--- src/rtl/phone_cmd_decoder.sv ---
// phone_cmd_decoder: parses framed command packets from the Bluetooth UART
// receiver (SYNC, CMD, LEN, payload, CHK) and updates the rider settings.
// Rejected packets (oversize LEN, bad checksum, inter-byte timeout) are
// counted in a saturating error counter.
module phone_cmd_decoder #(
  parameter int MAX_LEN        = 4,
  parameter int TIMEOUT_CYCLES = 5000000,
  parameter int HR_MIN         = 60,
  parameter int HR_MAX         = 220,
  parameter int HR_DEFAULT     = 200
) (
  input  logic       clk,
  input  logic       reset,
  input  logic       received,
  input  logic [7:0] rx_byte,
  output logic [7:0] heart_cap,
  output logic [2:0] assist_level,
  output logic [1:0] light_override,
  output logic       cmd_valid,
  output logic [7:0] cmd_code,
  output logic [7:0] err_count
);

  localparam logic [7:0] SYNC_BYTE = 8'hA5;
  localparam int IDX_W = $clog2(MAX_LEN + 1);
  localparam int TO_W  = (TIMEOUT_CYCLES > 2) ? $clog2(TIMEOUT_CYCLES) : 1;
  localparam logic [TO_W-1:0] TO_LAST   = TO_W'(TIMEOUT_CYCLES - 1);
  localparam logic [7:0]      MAX_LEN_B = 8'(MAX_LEN);
  localparam logic [7:0]      HR_MIN_B  = 8'(HR_MIN);
  localparam logic [7:0]      HR_MAX_B  = 8'(HR_MAX);
  localparam logic [7:0]      HR_DEF_B  = 8'(HR_DEFAULT);
  localparam logic [IDX_W-1:0] IDX_ZERO = {IDX_W{1'b0}};
  localparam logic [IDX_W-1:0] IDX_ONE  = IDX_W'(1);

  typedef enum logic [2:0] {
    IDLE    = 3'd0,
    GET_CMD = 3'd1,
    GET_LEN = 3'd2,
    GET_PAY = 3'd3,
    GET_CHK = 3'd4
  } state_t;

  // Clamp a requested heart-rate cap into the accepted band.
  function automatic logic [7:0] clamp_hr(input logic [7:0] v);
    logic [7:0] r;
    if (v < HR_MIN_B) begin
      r = HR_MIN_B;
    end else if (v > HR_MAX_B) begin
      r = HR_MAX_B;
    end else begin
      r = v;
    end
    return r;
  endfunction

  // Saturate a requested assist level to the 0..7 range.
  function automatic logic [2:0] clamp_assist(input logic [7:0] v);
    logic [2:0] r;
    if (v > 8'd7) begin
      r = 3'd7;
    end else begin
      r = v[2:0];
    end
    return r;
  endfunction

  state_t           state_r, state_s;
  logic [7:0]       xor_r, xor_s;
  logic [7:0]       cmd_r, cmd_s;
  logic [IDX_W-1:0] len_r, len_s;
  logic [IDX_W-1:0] idx_r, idx_s;
  // Only payload[0] drives any command; later bytes are checksummed only.
  logic [7:0]       pay0_r, pay0_s;
  logic [TO_W-1:0]  to_cnt_r, to_cnt_s;
  logic             err_inc_s;
  logic             accept_s;

  // Parser next-state, checksum accumulation and inter-byte timeout.
  always_comb begin
    state_s   = state_r;
    xor_s     = xor_r;
    cmd_s     = cmd_r;
    len_s     = len_r;
    idx_s     = idx_r;
    pay0_s    = pay0_r;
    to_cnt_s  = to_cnt_r;
    err_inc_s = 1'b0;
    accept_s  = 1'b0;
    if (received) begin
      // A byte always restarts the inter-byte timer, even on the last tick.
      to_cnt_s = {TO_W{1'b0}};
      case (state_r)
        IDLE: begin
          if (rx_byte == SYNC_BYTE) begin
            state_s = GET_CMD;
          end else begin
            state_s = IDLE;
          end
        end
        GET_CMD: begin
          cmd_s   = rx_byte;
          xor_s   = rx_byte;
          state_s = GET_LEN;
        end
        GET_LEN: begin
          xor_s = xor_r ^ rx_byte;
          idx_s = IDX_ZERO;
          if (rx_byte > MAX_LEN_B) begin
            err_inc_s = 1'b1;
            state_s   = IDLE;
          end else if (rx_byte == 8'h00) begin
            len_s   = IDX_ZERO;
            state_s = GET_CHK;
          end else begin
            len_s   = rx_byte[IDX_W-1:0];
            state_s = GET_PAY;
          end
        end
        GET_PAY: begin
          // 0xA5 is plain data here; framing is by length only.
          xor_s = xor_r ^ rx_byte;
          if (idx_r == IDX_ZERO) begin
            pay0_s = rx_byte;
          end else begin
            pay0_s = pay0_r;
          end
          idx_s = idx_r + IDX_ONE;
          if (idx_s == len_r) begin
            state_s = GET_CHK;
          end else begin
            state_s = GET_PAY;
          end
        end
        GET_CHK: begin
          if (rx_byte == xor_r) begin
            accept_s = 1'b1;
          end else begin
            err_inc_s = 1'b1;
          end
          state_s = IDLE;
        end
        default: begin
          state_s = IDLE;
        end
      endcase
    end else if (state_r == IDLE) begin
      to_cnt_s = {TO_W{1'b0}};
    end else if (to_cnt_r == TO_LAST) begin
      state_s   = IDLE;
      err_inc_s = 1'b1;
      to_cnt_s  = {TO_W{1'b0}};
    end else begin
      to_cnt_s = to_cnt_r + TO_W'(1);
    end
  end

  // Parser state registers.
  always_ff @(posedge clk) begin
    if (reset) begin
      state_r  <= IDLE;
      xor_r    <= 8'h00;
      cmd_r    <= 8'h00;
      len_r    <= IDX_ZERO;
      idx_r    <= IDX_ZERO;
      pay0_r   <= 8'h00;
      to_cnt_r <= {TO_W{1'b0}};
    end else begin
      state_r  <= state_s;
      xor_r    <= xor_s;
      cmd_r    <= cmd_s;
      len_r    <= len_s;
      idx_r    <= idx_s;
      pay0_r   <= pay0_s;
      to_cnt_r <= to_cnt_s;
    end
  end

  // Rider-setting registers, accept pulse and saturating error count.
  always_ff @(posedge clk) begin
    if (reset) begin
      heart_cap      <= HR_DEF_B;
      assist_level   <= 3'd0;
      light_override <= 2'd0;
      cmd_valid      <= 1'b0;
      cmd_code       <= 8'h00;
      err_count      <= 8'h00;
    end else begin
      cmd_valid <= accept_s;
      if (accept_s) begin
        cmd_code <= cmd_r;
        // Commands that need a payload byte do nothing when LEN is 0.
        if (len_r != IDX_ZERO) begin
          case (cmd_r)
            8'h01:   heart_cap      <= clamp_hr(pay0_r);
            8'h02:   assist_level   <= clamp_assist(pay0_r);
            8'h03:   light_override <= pay0_r[1:0];
            default: heart_cap      <= heart_cap;
          endcase
        end
      end
      // Error sources are mutually exclusive per cycle, so +1 covers them all.
      if (err_inc_s && (err_count != 8'hFF)) begin
        err_count <= err_count + 8'd1;
      end
    end
  end

endmodule

--- config.mk ---
export PLATFORM = sky130hd
export DESIGN_NAME = phone_cmd_decoder
export DESIGN_NICKNAME = d
export VERILOG_FILES = /design/src/rtl/phone_cmd_decoder.sv
export SDC_FILE = /design/constraint.sdc
export NUM_CORES = 1
export LEC_CHECK = 0
export CORE_MARGIN = 8
export CORE_UTILIZATION = 50
export CTS_CLUSTER_SIZE = 20
export DETAILED_ROUTE_END_ITERATION = 8
export MAX_ROUTING_LAYER = met4
export PLACE_DENSITY = 0.75
export SLEW_MARGIN = 0
export SYNTH_ARGS = -nofsm -noshare
export SYNTH_HDL_FRONTEND = slang
export SYNTH_SLANG_ARGS = --single-unit
--- constraint.sdc ---
create_clock -name clk -period 2.2 [get_ports clk]
set_input_delay 0.44 -clock clk [delete_from_list [all_inputs] [get_ports clk]]
set_output_delay 0.44 -clock clk [all_outputs]
set_load 0.005 [all_outputs]
==> Word-level counts from Yosys, hierarchy flattened <==
Index checks and enable logic that the tools add are counted.
{ "classes": {"add_sub_neg": 3, "n_lt_le_gt_ge": 4, "eq_ne": 13, "mux": 23, "bitwise": 2, "reduce_logical": 19} }
{ "ops": {"columns": ["operator", "count"], "rows": [
  ["$mux W3", 8],
  ["$add A23 B1 Y23 const B", 1],
  ["$eq A23 B23 Y1 const B", 1],
  ["$eq A8 B2 Y1 const B", 2],
  ["$gt A8 B3 Y1 const B", 2],
  ["$mux W8", 2],
  ["$pmux W8 S2", 1],
  ["$reduce_and A3 Y1", 5],
  ["$pmux W3 S4", 1],
  ["$mux W1", 9],
  ["$add A8 B1 Y8 const B", 1],
  ["$eq A8 B1 Y1 const B", 1],
  ["$eq A8 B8 Y1", 1],
  ["$eq A8 B8 Y1 const B", 1],
  ["$gt A8 B8 Y1 const B", 1],
  ["$logic_not A8 Y1", 1],
  ["$lt A8 B6 Y1 const B", 1],
  ["$ne A8 B8 Y1 const B", 1],
  ["$reduce_and A2 Y1", 4],
  ["$xor A8 B8 Y8", 1],
  ["$eq A3 B2 Y1 const B", 2],
  ["$logic_not A3 Y1", 2],
  ["$pmux W3 S2", 1],
  ["$reduce_bool A2 Y1", 3],
  ["11 further kinds", 11]
]} }
{ "word_totals": {"ff_bits": 86, "out_inout_bits": 30} }

==> Logic depth before layout (Yosys ltp) <==
Gate-level depths: netlist of the first run.
{ "depth": {"depth_word": 5, "ltp_mapped": 8, "depth_no_buf": 7} }

==> Least setup slack after synthesis of the first run <==
Ideal clock, no wire load.
{ "synth_timing": {"path_type": "input to register", "start": "in rx_byte[1]", "end": "reg heart_cap[4]", "setup_time_ps": 86, "arrival_time_ps": 2177, "slack_ps": -63, "cell_stages": 8, "n_path_buf": 2, "cell_sequence": "clkbuf_1 > xor2_1 > nor4_1 > nand4_1 > nor4b_4 > buf_4 > nor2_1 > a211oi_1"} }
{ "synth_between": {"elab_chain_cells": 5} }
{ "synth_rtl": {"columns": ["element", "line", "text"], "rows": [
  ["from (decl)", "15", "input logic [7:0] rx_byte,"],
  ["$eq A8 B8 Y1", "135", "if (rx_byte == xor_r) begin"],
  ["$mux W1", "135", null],
  ["$mux W1", "92", "case (state_r)"],
  ["$mux W1", "89", "if (received) begin"],
  ["$reduce_and A3 Y1 (no source line)", null, null],
  ["to (signal assigned)", "194", "8'h01: heart_cap <= clamp_hr(pay0_r);"],
  ["to (signal assigned)", "197", "default: heart_cap <= heart_cap;"],
  ["to (decl)", "16", "output logic [7:0] heart_cap,"]
]} }
No other way between the ends.
A chain may end at the register's enable or synchronous reset.

==> Worst setup path in the final report of the first run <==
{ "layout_timing": {"start": "reg to_cnt_r[12]", "end": "reg err_count[3]"} }
{ "layout_between": {"elab_chain_cells": 5} }
{ "layout_rtl": {"columns": ["element", "line", "text"], "rows": [
  ["from (decl)", "74", "logic [TO_W-1:0] to_cnt_r, to_cnt_s;"],
  ["from (signal assigned)", "166", "to_cnt_r <= {TO_W{1'b0}};"],
  ["from (signal assigned)", "174", "to_cnt_r <= to_cnt_s;"],
  ["$eq A23 B23 Y1", "148", "end else if (to_cnt_r == TO_LAST) begin"],
  ["$mux W1", "148", null],
  ["$mux W1", "146", "end else if (state_r == IDLE) begin"],
  ["$mux W1", "89", null],
  ["$logic_and A1 B1 Y1", "202", "if (err_inc_s && (err_count != 8'hFF)) begin"],
  ["to (signal assigned)", "203", "err_count <= err_count + 8'd1;"],
  ["to (decl)", "21", "output logic [7:0] err_count"]
]} }
No other way between the ends.

==> impl_results.md, run 1 <==
- Total leakage power: 1.857 nW
- Kind of path behind the tightest hold check: register to register
- Detailed-router iteration count before antenna repair: 4
- Area share of the largest cell type after synthesis: 44.81%
- Grt ovf: 0
- Total detailed-routing wirelength: 8725 µm
- Die extent in x: around 100 µm
- Critical-path maximum fanout: 7
- Io pins: 41
- Mapped cell area: 3842 µm²
- Total DRC errors in the routed layout: 0
- Dominant cell by count in the synthesized netlist: dfxtp_1
- Maximum cell stage delay along the critical path: ~0.56 ns
- Fraction of final layout cells with drive strength greater than 1: between 10% and 20%
- Violated checks: setup timing
- Number of vias in the routed layout: 3353
- Initial Utilization: 50.78%
- Total of endpoints with negative setup slack in the final report: 4
- Power per unit of standard cell area: between 500 and 600 nW/µm²
- Outcome: complete, but fails checks
- Final-layout fill cell count: roughly 600
- Number of hold-slack violations in the final timing report: 0
- Average size of a mapped cell: approximately 8.5 µm²
- Multi-input logic area: 2078 µm²
- Die footprint: 10750 µm²
- Max Clock Skew: 0.01283 ns
- Top achievable clock speed: 0.4462 GHz
- Final core utilization: 66.10%
- Worst endpoint data arrival time: between 2 and 3 ns
- Post-layout minimum cycle time: 2.241 ns
- Largest net degree at the start of global routing: 39
- Half-perimeter wire length of the detailed placement result: approximately 6300 µm
- Cts bufs inserted: 9
- Highest ir drop seen on vdd: between 0.3 and 0.4 mV
- Family of cells with the greatest summed delay on the critical path: simple AND/OR/NAND/NOR gates
- Number of violations reported at the end of detailed-routing iteration 0: 156
- Count of synthesis-stage warnings from yosys: 0
- Number of buffers on the longest clock path: 2
- Average wire length per cell after detail routing: 13.61 µm
- Register area share after synthesis: 44.81%
- Synthesis-to-finish area growth: 30.19%
- Met2 global-route usage: 29.38%
- Number of routed nets with antenna violations: 0
- Flops & latches, synth: 86
- Cells taking the most area after synthesis: dfxtp_1 45%, nor2_1 7.4%, mux2i_1 5.5%
- Initial antenna violation count: 0
- Worst slack at placement: -0.4775 ns
- GR Layer Usage met3: about 5%
- RSZ-0062 raised after global routing: yes
- Peak-usage layer in the global routing report: met2
- Max-cap violations: 0
- Number of enable flip-flop cells after synthesis: 0
- Ant. Diodes: 0
- Per-cell via count in the routed design: 5.231
- Critical path type: register to register
- Clock latency at the later pin of the worst-skew pair: 0.35 ns
- Final period util: 101.9%
- Predominant post-synthesis flop cell: dfxtp_1
- Vias in the first global route: about 3300
- Kind of capture point of the worst setup path: register
- Global-route total usage across every layer: 17.24%
- Slack of the critical path: -0.04110 ns
- Floorplan core area: between 7000 and 8000 µm²
- Core Rows: 32
- Setup TNS Final: -0.08697 ns
- Final standard cell count with taps included and fillers excluded: 641
- Syn_nets: approximately 470
- Clock-pin slew on the worst setup and hold paths: 0.08 ns
- GPL Wtd Cong: 0.8143
- Cell-by-cell trace of the critical path: or4b_4 > nor4_4 > a31oi_4 > a211o_1 > buf_6 > or3_1 > a21oi_2
- Type of origin of the critical path: register
- Wire length of the first global-routing pass: 15160 µm
- Pin slew with the least headroom to its limit: 0.8339 ns
- Cells after DPL: 616
- Synthesized instance count: 450
- Unique cell type count in the Yosys netlist: 49
- Required time of the critical path: 2.48 ns
- Worst slew margin: about 44%
- Chip height: 103.7 µm
- Port-buffer cells: 40
- Post-layout net count: 549
- Root buffer selected by CTS: clkbuf_8
- Global-route track usage on met1: between 10% and 20%
- Sink count of the clock tree: 86
- Asr flop ratio synth: 0%
- Storage cell area: about 1700 µm²
- Commonest cells post-synth: 86 x dfxtp_1, 76 x nor2_1, 49 x nand2_1
- Final number of max-transition violations: 0
- CTS tree: done
- Buffers and inverters on the worst path: 1
- Dominant cell type by area after synthesis: dfxtp_1
- CP max-delay cell: or4b_4
- Level count of the clock H-tree: 3
==> logic make-up after synthesis <==
group,count (synthesis),synth area share (%)
flip-flops,86,44.81
buffers and inverters,32,3.419
adder cells (fa/ha/maj),5,1.563
AND/OR/NAND/NOR,207,26.31
multiplexers,21,5.470
AO/OA/AOI/OAI,60,9.541
XOR/XNOR,39,8.890
==> metrics by stage <==
| step | cell area [µm²] | total power, mW | hold slack [ns] |
|---|---|---|---|
| after detailed placement | 4617 | 1.706 | 0.4373 |
| final | 5002 | 2.772 | 0.4509 |
| after floorplan | 3855 | 1.649 | 0.4175 |
| after global placement | 4617 | 1.704 | 0.4325 |
| after global routing | 5002 | 2.895 | 0.4684 |
| after CTS | 4915 | 2.802 | 0.4533 |
==> power by group <==
part	switching, mW	total, mW	internal [mW]
combinational	0.0666	0.123	0.0566
sequential	0.00383	1.56	1.56
clock	0.557	1.09	0.531
total	0.628	2.77	2.14
==> placed cells by master, fill, tap and decap left out, types with 4 or more instances in the layout <==
master           instances
dfxtp_1                 85
or3_1                    9
nand3_1                 15
nor3_1                   9
nor2b_1                  5
and3_1                   6
xor2_1                  16
and2_1                   6
buf_4                   51
nand4_1                  8
ha_1                     4
nor2_1                  76
xnor2_1                 21
dlymetal6s2s_1           7
nand2_1                 49
a21oi_1                 26
inv_1                   10
o21ai_0                  8
clkdlybuf4s50_1         32
clkbuf_8                 9
buf_6                    4
mux2i_1                 20
a211oi_1                 4
==> repair_timing <==
| action | 4_1_cts | 5_1_grt |
|---|---|---|
| setup buffers | 3 | 5 |
| resized for setup | 15 | 16 |
| setup endpoints to repair | 17 | 24 |
| pin swaps | 17 | 8 |
| cloned | 1 | 0 |
| hold buffers | 0 | 0 |
==> path summary, 6_finish.rpt <==
| kind | from | cells past startpoint | slack, ns | to |
|---|---|---|---|---|
| hold reg to reg | to_cnt_r[0] | 1 | 0.45 | to_cnt_r[0] |
| setup / recovery | to_cnt_r[12] | 7 | -0.04 | err_count[3] |
| hold / removal | to_cnt_r[0] | 1 | 0.45 | to_cnt_r[0] |
| setup reg to reg | to_cnt_r[12] | 7 | -0.04 | err_count[3] |
==> final cells by class <==
type | count | area share (%)
timing repair buffer | 95 | 16.81
clock inverter | 6 | 1.351
tap | 102 | 2.551
inverter | 10 | 0.7504
clock buffer | 10 | 2.551
multi-input combinational | 332 | 41.55
sequential | 86 | 34.44
==> metal layers <==
metal  wire length [µm]  part of all wire [%]
met5                  0                     0
met4                135                   1.5
met3                373                   4.3
met2               4362                    50
met1               3853                    44
==> worst reg2reg max path, cell delays in order, from the launching register on <==
cell,delay [ns]
dfxtp_2,0.32
or4b_4,0.56
nor4_4,0.25
a31oi_4,0.14
a211o_1,0.28
buf_6,0.14
or3_1,0.33
a21oi_2,0.15
==> registers in the layout, indices dropped and copies added, names as in the netlist, 2 cells and up <==
name,flops
heart_cap,8
pay0_r,8
xor_r,8
len_r,3
assist_level,3
state_r,3
cmd_code,8
to_cnt_r,23
err_count,8
idx_r,3
cmd_r,8
light_override,2
Power figures use the tool's default switching activity.
==> run 2, diff against run 1 <==
- PLACE_DENSITY: 0.75 -> 0.72
- SLEW_MARGIN: 0 -> 20
- clock period: 2.2 -> 2.86 ns (I/O delays scaled with it)
==> run 2 against run 1 <==
Against the previous run:
- the run now ends clean
- core utilization is 5.3 points lower
- non-clock buffer count shrank 37
- clock skew is 0.0048 ns lower
- setup slack gained 0.45 ns
- routed wire length decreased by 7.4%
- critical endpoint is now light_override[0]
- largest power group unchanged
==> impl_results.md, run 2 (synthesized netlist as in run 1, its figures left out) <==
- Outcome: completed
- Required time of the critical path: between 3 and 4 ns
- Port-buffer cells: 40
- Met2 global-route usage: 25.71%
- Global-route track usage on met1: 19.20%
- Largest net degree at the start of global routing: 64
- Per-cell via count in the routed design: 5.245
- CTS tree: done
- Largest reg by FF count: to_cnt_r
- Power per unit of standard cell area: ~460 nW/µm²
- Number of cells upsized or downsized after cts: 0
- Top achievable clock speed: 0.4072 GHz
- Root buffer selected by CTS: clkbuf_8
- Global-route total usage across every layer: 15.86%
- Die footprint: 10750 µm²
- Level count of the clock H-tree: 3
- Total DRC errors in the routed layout: 0
- Worst R2R Start: to_cnt_r[13]
- Setup slack on the worst flop-to-flop path: roughly 0.44 ns
- Highest ir drop seen on vdd: 0.2864 mV
- Final period util: 85.86%
- Final number of max-transition violations: 0
- CP max-delay cell: clkdlybuf4s50_1
- Synthesis-to-finish area growth: 19.83%
- Kind of path behind the tightest hold check: register to register
- Clock latency at the later pin of the worst-skew pair: 0.35 ns
- Highest-count cells in the layout ignoring fill and taps: 86 x dfxtp_1, 76 x nor2_1, 49 x nand2_1, 39 x clkdlybuf4s50_1, 28 x a21oi_1
- Post-layout net count: 512
- Internal power of the cells: about 1.6 mW
- Cell-by-cell trace of the critical path: clkdlybuf4s50_1 > xor2_1 > nor4_1 > nand4_1 > buf_4 > nor3_1 > buf_4 > mux2i_1 > nor2_1
- Hold buffer count at CTS: 0
- Origin of the worst min-delay path: to_cnt_r[0]
- RSZ-0062 raised after global routing: no
- Buffers and inverters on the worst path: 3
- Most common cell after layout, fill and taps aside: dfxtp_1
- Fraction of final layout cells with drive strength greater than 1: 8.167%
- Number of hold-slack violations in the final timing report: 0
- Max Clock Skew: 0.008015 ns
- Half-perimeter wire length of the detailed placement result: 5943 µm
- Setup TNS Final: 0 ns
- Floorplan core area: 7567 µm²
- Die extent in x: roughly 100 µm
- Fin area: roughly 4600 µm²
- Maximum cell stage delay along the critical path: between 0.4 and 0.5 ns
- Sw power: between 0.4 and 0.5 mW
- Max-cap violations: 0
- Chip height: 103.7 µm
- Grt ovf: 0
- Kind of capture point of the worst setup path: register
- Portion of total power attributed to combinational logic: roughly 3.6%
- Total leakage power: 1.568 nW
- Worst slew margin: ~45%
- Number of routed nets with antenna violations: 0
- Cts bufs inserted: 9
- Largest register FFs: 23
- Average wire length per cell after detail routing: 13.37 µm
- Initial antenna violation count: 0
- Io pins: approximately 40
- Number of buffers on the longest clock path: 2
- GPL Wtd Cong: around 0.81
- Post-layout minimum cycle time: between 2 and 2.5 ns
- Peak-usage layer in the global routing report: met2
- Worst endpoint data arrival time: approximately 2.7 ns
- Total detailed-routing wirelength: 8076 µm
- Type of origin of the critical path: input port
- GR Layer Usage met3: under 10%
- Vias in the first global route: 3091
- Sink count of the clock tree: between 80 and 90
- Initial Utilization: 50.78%
- Total of endpoints with negative setup slack in the final report: 0
- Placed instance area: ~4400 µm²
- Ant. Diodes: 0
- Fraction of power consumed by sequential logic: 56.7%
- Number of violations reported at the end of detailed-routing iteration 0: 120
- Clock-pin slew on the worst setup and hold paths: 0.09 ns
- Clock network fraction of total power: 39.7%
- Critical path type: input port to register
- Detailed-router iteration count before antenna repair: 4
- Critical-path maximum fanout: 12
- Post-CTS setup repair buffer count: 0
- Cell type with the highest occurrence count on the critical path: buf_4
- Wire length of the first global-routing pass: 14320 µm
- Switching Fraction: between 20% and 30%
- Core Rows: 32
- Worst setup startpoint: rx_byte[1]
- Pin slew with the least headroom to its limit: between 0.8 and 0.9 ns
- Number of vias in the routed layout: 3168
- Family of cells with the greatest summed delay on the critical path: simple AND/OR/NAND/NOR gates
run 2: cell types whose count changed in the layout (fill, tap and decap cells not counted), moves of 2 or more:
cell,delta
o21ai_1,-3
xor2_2,-2
a211oi_2,-2
buf_4,-33
a21oi_1,+2
o21ai_0,+3
dlymetal6s2s_1,-7
a21oi_2,-2
clkdlybuf4s50_1,+7
xor2_1,+2
nor4_1,+2
clkinvlp_4,+2
a211oi_1,+2
buf_6,-4
run 2: area by class of cell:
class | count | area, µm²
clock buffers | 9 | 123.9
clock inverters | 7 | 73.82
fillers | 662 | 2963
inverters | 10 | 37.54
multi-input cells | 332 | 1989
flip-flops and latches | 86 | 1722
well taps | 102 | 127.6
repair buffers | 58 | 530.5
run 2: path summary, 6_finish.rpt:
| path | to | cells past startpoint |
|---|---|---|
| worst max-delay path | light_override[0] | 9 |
| worst min-delay path | to_cnt_r[0] | 1 |
| worst max register to register | err_count[5] | 7 |
| worst min register to register | to_cnt_r[0] | 1 |
run 2: power groups by stage:
| stage | clock [mW] | sequential (mW) | combinational, mW |
|---|---|---|---|
| after floorplan | 0 | 1.23 | 0.0383 |
| after global placement | 0 | 1.23 | 0.0764 |
| after detailed placement | 0 | 1.23 | 0.0769 |
| after CTS | 0.861 | 1.20 | 0.0771 |
| after global routing | 0.922 | 1.20 | 0.0836 |
| final | 0.840 | 1.20 | 0.0769 |
run 2: stage by stage:
stage                     util, %  total power, mW  instances  setup WS, ns  hold slack [ns]
after detailed placement    58.23            1.306        588       0.05557           0.4479
final                       60.85            2.117        604        0.4044           0.4664
after CTS                   60.85            2.139        604        0.4127           0.4671
after floorplan                 -            1.267        450        0.4653           0.4175
after global placement      58.23            1.305        588        0.1296           0.4321
after global routing        60.85            2.207        604        0.2116           0.4927
run 2: routing by layer:
layer  vias to the layer above  routed length [µm]
met5                         -                   0
met3                         6                 265
met1                      1488                3821
met4                         0                  70
li1                       1628                   -
met2                        46                3918
==> edit (flow settings as in run 1) <==
Change the parameter `TIMEOUT_CYCLES` from 5000000 to 2500000.
--- a/src/rtl/phone_cmd_decoder.sv
+++ b/src/rtl/phone_cmd_decoder.sv
@@ -6,3 +6,3 @@
   parameter int MAX_LEN        = 4,
-  parameter int TIMEOUT_CYCLES = 5000000,
+  parameter int TIMEOUT_CYCLES = 2500000,
   parameter int HR_MIN         = 60,
Behaviour: no difference found for any inputs over 4 cycles, from zero or initial values and one cycle with reset high; that may be too few to reach the edited logic, so the function may still have changed.
==> edit against run 1 <==
- the flow still finishes with violations (negative setup slack)
- wire length up 7.1%
- cell area is 1.3% lower
- die area shrank 1.6%
- worst setup slack gained 0.041 ns
- synthesized cell count decreased by 1.8%
- sequential cell count fell by 1
- total power increased by 1.3%
- synthesized area is 1.9% lower
- first-iteration DRC count is 0.64% higher
- critical path type unchanged
- critical endpoint is now err_count[5]
- largest power group unchanged
==> edit: results (changes against run 1) <==
The worst setup slack after layout is -0.000554 ns (+0.0405 ns). The fraction of final layout cells sized beyond drive strength 1 is 17.5% (+0.60 points). The run finished, with violations left. The detailed-route wire length per cell is 14.8 µm (+8.8%). The iteration-0 DRC count of the detailed router came out at 157 (+0.64%). The number of filler instances in the final layout was 600 (-2.1%). The largest net degree at the start of global routing came out at 24 (-38%). The multiplexer area fraction after synthesis came out at 6.10% (+0.63 points). The number of endpoints failing setup at the final stage is 1 (-3).

The critical register-to-register path endpoint is err_count[5]. The number of global-route vias before repair came out at 3377 (+3.3%). The critical path arrival is 2.45 ns (-0.07 ns).

The worst-case clock skew came out at 0.0152 ns (+0.00236 ns). The synthesized net count came out at 457 (-1.7%). The final weighted congestion of routability-driven global placement was 0.866 (+6.3%).

The placed cell area came out at 4590 µm² (-0.49%). The share of the synthesized netlist area taken by xor and xnor gates is 9.06% (+0.17 points). The net load switching power is 675 µW (+7.5%). The cell type of the slowest stage on the worst timing path is sky130_fd_sc_hd__dfxtp_2. The largest voltage drop on the vdd net was 283 µV (-19%). The fraction of the mapped netlist area in compound gates came out at 8.20% (-1.3 points).

The area share of fa/ha/maj cells after synthesis is 1.59% (+0.030 points). The flip-flop count of the largest register, all copies and words added is 22 (-4.3%). The worst hold path terminates at cmd_r[3]. The cell depth of the worst hold path is 2 (+1). The post-synthesis sequential area ratio is 45.1% (+0.32 points).

The average vias per placed instance came out at 5.38 (+2.8%). The clock transition at the register clock pins on the worst setup and hold paths after CTS came to 0.10 ns (+0.02 ns). The smallest hold slack is 0.467 ns (+0.0162 ns). The final reports fail on negative setup slack. The number of search-and-repair iterations in the first detailed-routing pass came out at 5 (+1). The distinct cell type count after synthesis came out at 45 (-8.2%).

The longest individual stage delay on the worst path is 0.36 ns (-0.20 ns). The startpoint identified for the worst hold timing path is cmd_r[3]. The commonest cells after synthesis are sky130_fd_sc_hd__dfxtp_1, sky130_fd_sc_hd__nor2_1, sky130_fd_sc_hd__nand2_1, sky130_fd_sc_hd__a21oi_1. Grouping stages by cell kind, the critical path spends the most delay in compound AO/OA/AOI/OAI gates.
## edit: routing by layer
metal,GRT usage [%],up-vias,share of wire (%)
met5,-,-,0
met4,10.0,0,2.6
li1,-,1682,-
met1,19.7,1597,41
met3,3.78,25,5.6
met2,31.8,88,51
## edit: how the worst max path moves through the flow
stage | from | endpoint | slack, ns | cells after the start
2_1_floorplan | rx_byte[1] | light_override[0] | 0.01 | 8
3_3_place_gp | rx_byte[0] | err_count[5] | -0.38 | 8
3_5_place_dp | rx_byte[7] | light_override[0] | -0.43 | 8
4_1_cts | to_cnt_r[1] | err_count[5] | -0.01 | 7
5_1_grt | to_cnt_r[0] | err_count[5] | -0.08 | 7
6_report | to_cnt_r[0] | err_count[5] | -0.0006 | 7
## edit: cell families (layout without fill, tap and decap cells)
family	count (synthesis)	in the layout
AND/OR/NAND/NOR	210	210
adder cells (fa/ha/maj)	5	5
AO/OA/AOI/OAI	51	52
flip-flops	85	85
multiplexers	23	23
buffers and inverters	29	118
XOR/XNOR	39	39
## edit: layout make-up
type	count	area share (%)
clock buffers	9	2.51
inverters	9	0.684
flip-flops and latches	85	34.5
clock inverters	7	1.57
multi-input cells	329	41.8
well taps	99	2.51
repair buffers	93	16.4
## edit: through the flow
stage | cells | worst slack (ns) | utilization, % | TNS (ns)
3_3_place_gp | 612 | -0.377 | 63.0 | -6.92
4_1_cts | 628 | -0.0111 | 66.1 | -0.0111
3_5_place_dp | 612 | -0.434 | 63.0 | -8.75
2_1_floorplan | 442 | 0.0127 | - | 0
6_report | 631 | -0.000554 | 67.7 | -0.000554
5_1_grt | 631 | -0.0759 | 67.7 | -0.249
## edit: repair_timing
action / 4_1_cts / 5_1_grt
pin swaps: 0 / 12
cloned: 0 / 1
setup buffers: 0 / 2
setup endpoints to repair: 11 / 14
resized for setup: 4 / 23
